$ cat config.mk
export PLATFORM = sky130hd
export DESIGN_NAME = ifq_line_buffer
export DESIGN_NICKNAME = d
export VERILOG_FILES = /design/src/rtl/ifq_line_buffer.sv
export SDC_FILE = /design/constraint.sdc
export NUM_CORES = 1
export LEC_CHECK = 0
export BUFFER_PORTS_ARGS = -buffer_cell sky130_fd_sc_hd__buf_2
export CAP_MARGIN = 20
export CORE_ASPECT_RATIO = 0.75
export CORE_MARGIN = 1.5
export CORE_UTILIZATION = 64
export DETAILED_ROUTE_END_ITERATION = 10
export PLACE_DENSITY = 0.85
export SYNTH_ARGS = -nofsm -noshare
export SYNTH_HDL_FRONTEND = slang
export SYNTH_SLANG_ARGS = --single-unit
$ cat constraint.sdc
create_clock -name clk -period 11.4 [get_ports clk]
set_clock_uncertainty 0.2 [all_clocks]
set_input_delay 0 -clock clk [delete_from_list [all_inputs] [get_ports clk]]
set_output_delay 0 -clock clk [all_outputs]
set_load 0.02 [all_outputs]
$ cat src/rtl/ifq_line_buffer.sv
// Instruction fetch queue line buffer.
// Stores whole cache lines (WORDS instructions each) and presents one instruction per pop.
// The buffer steps through the words of the head line, then releases that line.
// Optional macro IFQ_BYPASS_EN lets a line pushed into an empty buffer appear on dout in the same cycle.
module ifq_line_buffer #(
  parameter int unsigned DEPTH  = 4,
  parameter int unsigned INST_W = 32,
  parameter int unsigned WORDS  = 4,
  parameter int unsigned PC_W   = 32
) (
  input  logic                    clk,
  input  logic                    reset,
  input  logic                    flush,
  input  logic                    push_fifo,
  input  logic [INST_W*WORDS-1:0] din_line,
  input  logic [PC_W-1:0]         din_pc,
  input  logic [1:0]              din_offset,
  input  logic                    pop_fifo,
  output logic [INST_W-1:0]       dout,
  output logic [PC_W-1:0]         dout_pc,
  output logic                    dout_valid,
  output logic                    fifo_empty,
  output logic                    fifo_full,
  output logic                    overflow_err
);

  localparam int unsigned PtrW = (DEPTH > 1) ? $clog2(DEPTH) : 1;
  localparam int unsigned CntW = PtrW + 1;

  typedef logic [PtrW-1:0] ptr_t;

  // Entry storage is deliberately left out of reset.
  logic [INST_W*WORDS-1:0] line_q [DEPTH];
  logic [PC_W-1:0]         pc_q   [DEPTH];
  logic [1:0]              off_q  [DEPTH];

  ptr_t            wr_ptr_q, wr_ptr_d;
  ptr_t            rd_ptr_q, rd_ptr_d;
  logic [CntW-1:0] count_q, count_d;
  logic [1:0]      word_idx_q, word_idx_d;
  logic            overflow_q, overflow_d;

  logic push_ok, pop_eff, bypass, byp_pop, store, release_line;
  ptr_t rd_ptr_nxt;

  // Select one instruction out of a line.
  function automatic logic [INST_W-1:0] word_sel(input logic [INST_W*WORDS-1:0] ln,
                                                 input logic [1:0] idx);
    logic [INST_W-1:0] w;
    w = '0;
    for (int k = 0; k < int'(WORDS); k++) begin
      if (k == int'(idx)) w = ln[k*INST_W +: INST_W];
    end
    return w;
  endfunction

  // Flags and the accept/consume qualifiers.
  always_comb begin
    fifo_empty = (count_q == '0);
    fifo_full  = (count_q == CntW'(DEPTH));
    push_ok    = push_fifo && !fifo_full && !flush;
`ifdef IFQ_BYPASS_EN
    bypass     = fifo_empty && push_fifo && !flush;
`else
    bypass     = 1'b0;
`endif
    dout_valid   = !fifo_empty || bypass;
    pop_eff      = pop_fifo && dout_valid && !flush;
    byp_pop      = bypass && pop_eff;
    // A bypassed line whose only word is consumed on arrival is never stored.
    store        = push_ok && !(byp_pop && (din_offset == 2'd3));
    release_line = pop_eff && !fifo_empty && (word_idx_q == 2'd3);
    rd_ptr_nxt   = rd_ptr_q + 1'b1;
  end

  // Head instruction and its byte address.
  always_comb begin
    dout    = '0;
    dout_pc = '0;
    if (bypass) begin
      dout    = word_sel(din_line, din_offset);
      dout_pc = din_pc + PC_W'({din_offset, 2'b00});
    end else if (!fifo_empty) begin
      dout    = word_sel(line_q[rd_ptr_q], word_idx_q);
      dout_pc = pc_q[rd_ptr_q] + PC_W'({word_idx_q, 2'b00});
    end
  end

  // Next-state for pointers, occupancy, word index and the sticky overflow flag.
  always_comb begin
    wr_ptr_d   = wr_ptr_q;
    rd_ptr_d   = rd_ptr_q;
    count_d    = count_q;
    word_idx_d = word_idx_q;
    overflow_d = overflow_q | (push_fifo && fifo_full && !flush);
    if (flush) begin
      wr_ptr_d   = '0;
      rd_ptr_d   = '0;
      count_d    = '0;
      word_idx_d = 2'd0;
    end else begin
      if (store)        wr_ptr_d = wr_ptr_q + 1'b1;
      if (release_line) rd_ptr_d = rd_ptr_nxt;
      unique case ({store, release_line})
        2'b10:   count_d = count_q + 1'b1;
        2'b01:   count_d = count_q - 1'b1;
        default: count_d = count_q;
      endcase
      if (fifo_empty) begin
        if (store) word_idx_d = byp_pop ? (din_offset + 2'd1) : din_offset;
      end else if (pop_eff) begin
        if (word_idx_q != 2'd3) begin
          word_idx_d = word_idx_q + 2'd1;
        end else if (count_d == '0) begin
          word_idx_d = 2'd0;
        end else if (store && (rd_ptr_nxt == wr_ptr_q)) begin
          // New head is the entry being written on this very edge.
          word_idx_d = din_offset;
        end else begin
          word_idx_d = off_q[rd_ptr_nxt];
        end
      end
    end
  end

  // Control state register.
  always_ff @(posedge clk or posedge reset) begin
    if (reset) begin
      wr_ptr_q   <= '0;
      rd_ptr_q   <= '0;
      count_q    <= '0;
      word_idx_q <= 2'd0;
      overflow_q <= 1'b0;
    end else begin
      wr_ptr_q   <= wr_ptr_d;
      rd_ptr_q   <= rd_ptr_d;
      count_q    <= count_d;
      word_idx_q <= word_idx_d;
      overflow_q <= overflow_d;
    end
  end

  // Line storage write at the tail.
  always_ff @(posedge clk) begin
    if (store) begin
      line_q[wr_ptr_q] <= din_line;
      pc_q[wr_ptr_q]   <= din_pc;
      off_q[wr_ptr_q]  <= din_offset;
    end
  end

  assign overflow_err = overflow_q;

endmodule

==> impl_results.md, run 1 <==
- Status: finished clean
- Clk sinks: roughly 660
- Final nets: between 1,500 and 2,000
- Drt via density: about 6.4
- Routed vias: about 15,000
- Post-route cell area: between 0.03 and 0.04 sq mm
- Xor and xnor area share after synthesis: 0.0110
- Slew headroom: 0.238
- Die Ht: about 180 um
- Most frequent cells in the layout: 648 x edfxtp_1, 298 x dlygate4sd3_1, 234 x buf_2
- Starting density of the core: 0.655
- Area share of fa/ha/maj cells after synthesis: 0.00678
- Peak VDD IR: 0.157 mV
- EDFF count, synth: roughly 650
- Placement Setup Slack: 6.85 ns
- Slowest CP cell: buf_4
- Final hold vios: 0
- Register Area: just under 0.02 sq mm
- Largest cells by area after synthesis: edfxtp_1 74%, mux4_2 12%, mux4_1 2.7%, a221oi_1 1.1%, nor2_1 1.0%
- Clock Tree Buf Depth: 3
- Final Max Slew Viols: 0
- Number of buffers created by CTS: 56
- Logic pwr share: 0.095
- Vias in the first global route: ~16,000
- Worst hold margin: just over 0.01 ns
- Die area: around 0.042 sq mm
- Largest net degree at the start of global routing: 73
- Top cell type's share of synthesized area: 0.743
- Worst-path maximum fanout: 68
- Power Density: 158 mW/mm^2
- CP Data Required Time: between 10 and 15 ns
- Most used DFF post-synth: edfxtp_1
- Clock power share: 0.370
- Worst setup EP type: output pin
- Detailed Routing Iterations Pass 1: 8
- WP buf/inv: 3
- Sequential power share: 0.534
- Clock period minus worst slack: approximately 5.3 ns
- CP Class: flip-flop to output pin
- # DRC: 0
- Delay-heaviest family, CP: buffers and inverters
- Placed inst area: between 0.02 and 0.03 sq mm
- Mux cell area share after synthesis: 0.145
- Drt wl/cell: 27.6 um
- Avg Inst Size Synth: ~21 sq um
- 1st-iter DRT viols: 1,661
- Class of the worst hold path: input port to flip-flop
- Final wirelength: 65,000 um
- Final worst setup slack: 6.12 ns
- Core area: 0.0400 sq mm
- Initial antenna violation count: 8
- Gr usage total: 0.314
- Main combinational cell family by area after synthesis: multiplexers
- FF+latch count, synth: around 660
- Area Growth Syn to Fin: 24.2%
- Sw Pwr: approximately 1.2 mW
- Number of port buffers: ~230
- Die Wd: roughly 240 um
- Internal Pwr Total: roughly 4.0 mW
- Grt total ovfl: 0
- Synth Area in Compound Gates: 0.0209
- Layout fillers: 1,782
- DP HPWL: ~31,000 um
- Synthesized netlist cell count: 1,243
- Post-CTS Setup Bufs: 0
- Share of cells above drive strength 1: 0.272
- IO Pins: between 200 and 250
- RSZ-0062 raised after global routing: false
- Placer Congestion: approximately 0.84
- Seq/Total Area, Yosys: 0.752
- H-tree depth: 2
- Clk slew on worst S/H paths: 0.07 ns
- Post-synthesis simple-gate area fraction: 0.0425
- Final setup vio count: 0
- Sw Ratio: 0.227
- Warnings from Yosys: 0
- Crit-path cells: buf_4 > buf_4 > mux4_1 > and2_2 > nand3_2 > nor3_1 > xnor2_1 > nor2_1 > buf_2
- Syn Nets: ~1,400
- Maximum clock rate: approximately 0.19 GHz
- Area of the multi-input gates: between 0.005 and 0.006 sq mm
- Synth cell types: between 40 and 50
- Most used cell along the critical path: buf_4
- Most common cell after layout, fill and taps aside: edfxtp_1
- FFs w/ async S/R, synth: 0.0152
- CTS tree: done
- Max-cap viol count: 0
- Worst path max stage delay: around 0.9 ns
- Final TNS setup: 0 ns
- Final period util: 0.463
- Lkg Pwr: ~11 nW
- Non-Filler Instances: between 2,000 and 2,500
- CP startpoint kind: flip-flop
- Site Rows: 63
- Root Buffer: clkbuf_16
- Global-route wire length before repair: around 97,000 um
- Placed cells: between 1,500 and 2,000
- Clock latency on the worst-skew pair: 0.59 ns
- Worst-Margin Slew: ~1.1 ns
- Routed Antenna Nets: 0
- Crit path arrival time: a little over 5 ns
- Cell area after synthesis: between 0.02 and 0.03 sq mm
- Cell taking the most area after synthesis: edfxtp_1
## routing by layer
metal  part of all wire  up-vias  GRT usage
li1                   -     6231          -
met1               0.37     7692      0.416
met2               0.52      873      0.528
met3              0.076      157     0.0566
met4              0.037        4      0.123
met5            0.00042        -          0
## logic make-up (layout without fill, tap and decap cells)
kind of cell,after synthesis,count (layout)
AOI/OAI and AO/OA,78,78
and+or+nand+nor,208,208
xor gates and xnor gates,33,33
DFF,658,658
other,0,7
buffers and inverters,87,672
adders and majority gates,13,13
muxes,166,166
## layout make-up
type	count	area share
clock buffer	70	0.0460
antenna	7	0.000538
tap	520	0.0200
inverter	16	0.00185
timing repair buffer	550	0.133
sequential	658	0.606
clock inverter	36	0.00962
multi-input combinational	498	0.183
## power by group through the flow
stage / clock, mW / sequential [mW] / combinational, mW
finish: 1.91 / 2.75 / 0.490
global route: 2.01 / 2.75 / 0.519
CTS: 1.89 / 2.75 / 0.467
detailed placement: 0 / 2.80 / 0.381
global placement: 0 / 2.79 / 0.370
floorplan: 0 / 2.80 / 0.229
## flip-flops by register name (all words and copies together) (netlist names)
| name | count |
|---|---|
| overflow_err | 1 |
| wr_ptr_q | 2 |
| line_q | 512 |
| pc_q | 128 |
| word_idx_q | 2 |
| rd_ptr_q | 2 |
| off_q | 8 |
| count_q | 3 |
## what timing repair did
item | in CTS | in global routing
hold buffers | 297 | 1
resized for setup | 0 | 0
hold endpoints to repair | 668 | 4
## stage by stage
step	power (mW)	util
after floorplan	3.03	-
after global placement	3.16	0.692
after detailed placement	3.18	0.693
after CTS	5.11	0.813
after global routing	5.29	0.814
final	5.15	0.814
## cell usage after synthesis (2+ instances only)
library cell   number
buf_2              18
mux2i_1             4
nand3_1             8
and2_1             10
and4_4              2
edfxtp_1          648
xnor2_1            23
nor4_2              6
nor3_1             43
o221a_2             2
dfrtp_1            10
dlygate4sd1_1       6
mux4_1             27
and4_1              2
ha_1               11
a221oi_1           32
buf_6               9
xor2_1             10
nand4_4             2
buf_4              11
fa_1                2
o41ai_1             2
mux4_2            135
a21o_1              2
buf_12              3
nor2_1             71
and2_2              2
inv_1              16
nor2b_1            35
clkbuf_1           18
nand2b_1            2
nand2_1            15
a21oi_1            35
nand4_1             5
clkbuf_4            2
## worst paths after layout
kind	start	to	slack, ns	cells past startpoint
setup / recovery	rd_ptr_q[1]	dout_pc[21]	6.12	9
hold / removal	din_line[1]	line_q[1][1]	0.01	2
setup reg to reg	count_q[0]	line_q[0][80]	7.12	7
hold reg to reg	overflow_err	overflow_err	0.26	1
max in group asynchronous	reset	rd_ptr_q[1]	10.39	4
min in group asynchronous	reset	wr_ptr_q[0]	0.30	4
Power figures use the tool's default switching activity.
==> run 2: changes to the inputs <==
Settings changed: ABC_AREA from default to 1, CORE_UTILIZATION 64 to 54, PLACE_DENSITY 0.85 to 0.76.
Clock period 11.4 ns to 4.8 ns, I/O delays scaled along.
==> run 2 against run 1 <==
Largest cell class unchanged. Die area up 25%. Worst setup slack lost 5.4 ns. Combinational power grew to 2.6 times the previous value. Count of clock-buffer cells in the layout down 4. Critical path depth up 4. Core utilization shrank 13 points. Sequential power grew 140%. Synthesized area grew 5.6%. Final cell count up 50%. Flip-flop and latch count unchanged. First-iteration DRC count rose by 44%.
==> impl_results.md, run 2 <==
- WP buf/inv: 2 (-1)
- Peak VDD IR: 0.308 mV (+97%)
- Most common cell in the netlist: edfxtp_1
- Global-route wire length before repair: 113,000 um (+17%)
- Routed Antenna Nets: 0 (unchanged)
- Tot Pwr: 12.5 mW (+140%)
- Vias in the first global route: 20,100 (+28%)
- Worst-Margin Slew: 1.13 ns (-0.0173 ns)
- Cell area after synthesis: 0.0277 sq mm (+5.6%)
- CP Data Required Time: 4.60 ns (-6.60 ns)
- Syn Nets: 2,495 (+75%)
- Worst reg2reg setup slack: 1.44 ns (-5.68 ns)
- Die Ht: 199 um (+12%)
- Clock period minus worst slack: 4.05 ns
- Power Density: 361 mW/mm^2 (+130%)
- IO Pins: 235 (unchanged)
- Largest net degree at the start of global routing: 208 (+180%)
- RSZ-0062 raised after global routing: false
- Share of cells above drive strength 1: 0.140 (-0.132)
- Cell taking the most area after synthesis: edfxtp_1
- Placed inst area: 0.0294 sq mm (+6.0%)
- EDFF count, synth: 648 (unchanged)
- Slew headroom: 0.250 (+0.0115)
- Post-route cell area: 0.0346 sq mm (+6.2%)
- Largest cells by area after synthesis: edfxtp_1 70%, nand2_1 6.4%, o21ai_0 4.6%, nor2_1 4.4%, nand3_1 1.8%
- FF+latch count, synth: 658 (unchanged)
- Largest regs: line_q: 512 flops, pc_q: 128 flops, off_q: 8 flops
- CP Class: flip-flop to output pin
- CP startpoint kind: flip-flop
- Slowest CP cell: dfrtp_4
- Delay-heaviest family, CP: flip-flops
- # DRC: 0 (unchanged)
- Placement Setup Slack: 1.43 ns (-5.42 ns)
- Number of buffers created by CTS: 59 (+5.4%)
- Class of the worst hold path: input port to flip-flop
- CP endpoint: dout_pc[27]
- CTS tree: done
- Area Growth Syn to Fin: 24.9%
- Max-cap viol count: 0 (unchanged)
- Final setup vio count: 0 (unchanged)
- Final worst setup slack: 0.754 ns (-5.37 ns)
- H-tree depth: 2 (unchanged)
- Clk slew on worst S/H paths: 0.06 ns (about the same)
- Initial antenna violation count: 17 (+9)
- Starting density of the core: 0.549 (-0.106)
- Crit-path cells: inv_6 > o21ai_0 > o22ai_1 > ha_1 > a21oi_1 > nor2_4 > nand3_2 > nor2_4 > nand3_1 > nand2_1 > nand2_1 > nor2_1 > buf_2
- Drt via density: 5.80 (-8.7%)
- Synth cell types: 40 (-18%)
- R2r worst-path depth: 14 (+7)
- Worst-path maximum fanout: 61 (-10%)
- Grt total ovfl: 0 (unchanged)
- Gr usage total: 0.280 (-0.0336)
- Final Max Slew Viols: 0 (unchanged)
- Synth top cells by count: 648 x edfxtp_1, 473 x nand2_1, 326 x nor2_1, 254 x o21ai_0, 99 x nand3_1
- Number of port buffers: 234 (unchanged)
- Drt wl/cell: 21.1 um (-24%)
- Die Wd: 264 um (+12%)
- Core area: 0.0504 sq mm (+26%)
- Warnings from Yosys: 0 (unchanged)
- Top cell type's share of synthesized area: 0.703 (-0.0395)
- Detailed Routing Iterations Pass 1: 5 (-3)
- Worst reg2reg path endpoint: word_idx_q[1]
- Final wirelength: 74,700 um (+15%)
- Largest register FFs: 512 (unchanged)
- Clk sinks: 658 (unchanged)
- Post-CTS Setup Bufs: 0 (unchanged)
- DP HPWL: 43,100 um (+38%)
- Biggest register: line_q
- Post-CTS sizing: 0 (unchanged)
- Root Buffer: clkbuf_16
- Reg2reg start: word_idx_q[1]
- Die area: 0.0526 sq mm (+25%)
- Placer Congestion: 0.965 (+15%)
- Worst setup EP type: output pin
- Clock latency on the worst-skew pair: 0.62 ns (+0.03 ns)
- Crit path arrival time: 3.85 ns (-1.23 ns)
- Final nets: 3,003 (+53%)
- Most frequent cells in the layout: 648 x edfxtp_1, 472 x nand2_1, 322 x nor2_1, 322 x dlygate4sd3_1, 254 x o21ai_0
- Met3 Use GR: 0.0530 (-0.00366)
- Site Rows: 71 (+13%)
- Worst path max stage delay: 0.96 ns (+0.04 ns)
- Crit path depth: 13 (+4)
- Maximum clock rate: roughly 0.25 GHz
- Synthesized netlist cell count: 2,315 (+86%)
- Met1 Track Usage GR: 0.378 (-0.0377)
- Clock Tree Buf Depth: 3 (unchanged)
- Most used DFF post-synth: edfxtp_1
- Global Route met2 Usage: 0.460 (-0.0688)
- Final hold vios: 0 (unchanged)
- Routed vias: 20,500 (+37%)
- Most common cell after layout, fill and taps aside: edfxtp_1
- Lkg Pwr: 12.7 nW (+16%)
- CP startpoint: rd_ptr_q[1]
- Avg Inst Size Synth: 12.0 sq um (-43%)
- Hold Crit Depth: 2 (unchanged)
- Global route hottest layer: met2
- 1st-iter DRT viols: 2,388 (+44%)
- FFs w/ async S/R, synth: 0.0152 (unchanged)
- Seq/Total Area, Yosys: 0.712 (-0.0400)
- Final period util: 0.843
- Status: finished clean
## run 2: cell count changes in the layout (fill, tap and decap cells not counted), sizes merged, moves of 33 or more
| cell | change |
|---|---|
| a21oi | +44 |
| inv | +35 |
| mux4 | -162 |
| nand2 | +470 |
| nand3 | +96 |
| nor2 | +269 |
| nor2b | -35 |
| nor3 | -42 |
| o21ai | +282 |
| o22a | +33 |
| o22ai | +38 |
## run 2: what timing repair did
item,CTS,global route
endpoints found under the setup margin,0,0
hold endpoints to repair,668,0
hold buffers,322,0
## run 2: worst min path at each step
stage	startpoint	end	slack (ns)
after floorplan	reset	count_q[0]	-0.36
after global placement	reset	overflow_err	-0.18
after detailed placement	reset	overflow_err	-0.17
after CTS	din_line[59]	line_q[1][59]	0.002
after global routing	push_fifo	overflow_err	0.02
final	din_line[59]	line_q[2][59]	0.004
## run 2: power by group
part / switching [mW] / internal [mW]
clock: 2.11 / 2.54
sequential: 0.0477 / 6.50
combinational: 0.816 / 0.475
total: 2.97 / 9.51
## run 2: final cells by class
class / count / area (sq um)
diodes: 14 / 35.0
clock buffers: 66 / 1500
clock inverters: 43 / 387
fillers: 3432 / 15800
inverters: 49 / 196
multi-input cells: 1467 / 7080
flip-flops and latches: 658 / 19700
well taps: 657 / 822
repair buffers: 588 / 4810
## run 2: logic make-up after synthesis
group,count (synthesis),synth area share
and+or+nand+nor,944,0.138
buffers and inverters,190,0.0328
AOI/OAI and AO/OA,502,0.108
DFF,658,0.712
xor gates and xnor gates,8,0.00253
adders and majority gates,13,0.00642
## run 2: through the flow
step	TNS (ns)	util	std cells	hold slack, ns
floorplan	-567.93	-	2315	-0.360
global placement	0	0.583	3095	-0.181
detailed placement	0	0.583	3095	-0.168
CTS	0	0.684	3526	0.00211
global route	0	0.686	3533	0.0169
finish	0	0.686	3542	0.00373
## run 2: worst register-to-register path: stages (launching register included)
cell and delay [ns]:
dfrtp_1 0.52, ha_1 0.21, buf_4 0.45, nand4_1 0.24, inv_1 0.12, ha_1 0.21, fa_1 0.43, inv_1 0.06
o21ai_0 0.07, inv_1 0.08, nand2_1 0.06, o21ai_0 0.32, o21ai_0 0.16, nand2_1 0.08, nand2_1 0.05
## run 2: per-layer routing
| metal | part of all wire | wire, um |
|---|---|---|
| met1 | 0.40 | 30100 |
| met2 | 0.49 | 36300 |
| met3 | 0.086 | 6430 |
| met4 | 0.026 | 1930 |
| met5 | 0.00068 | 51 |
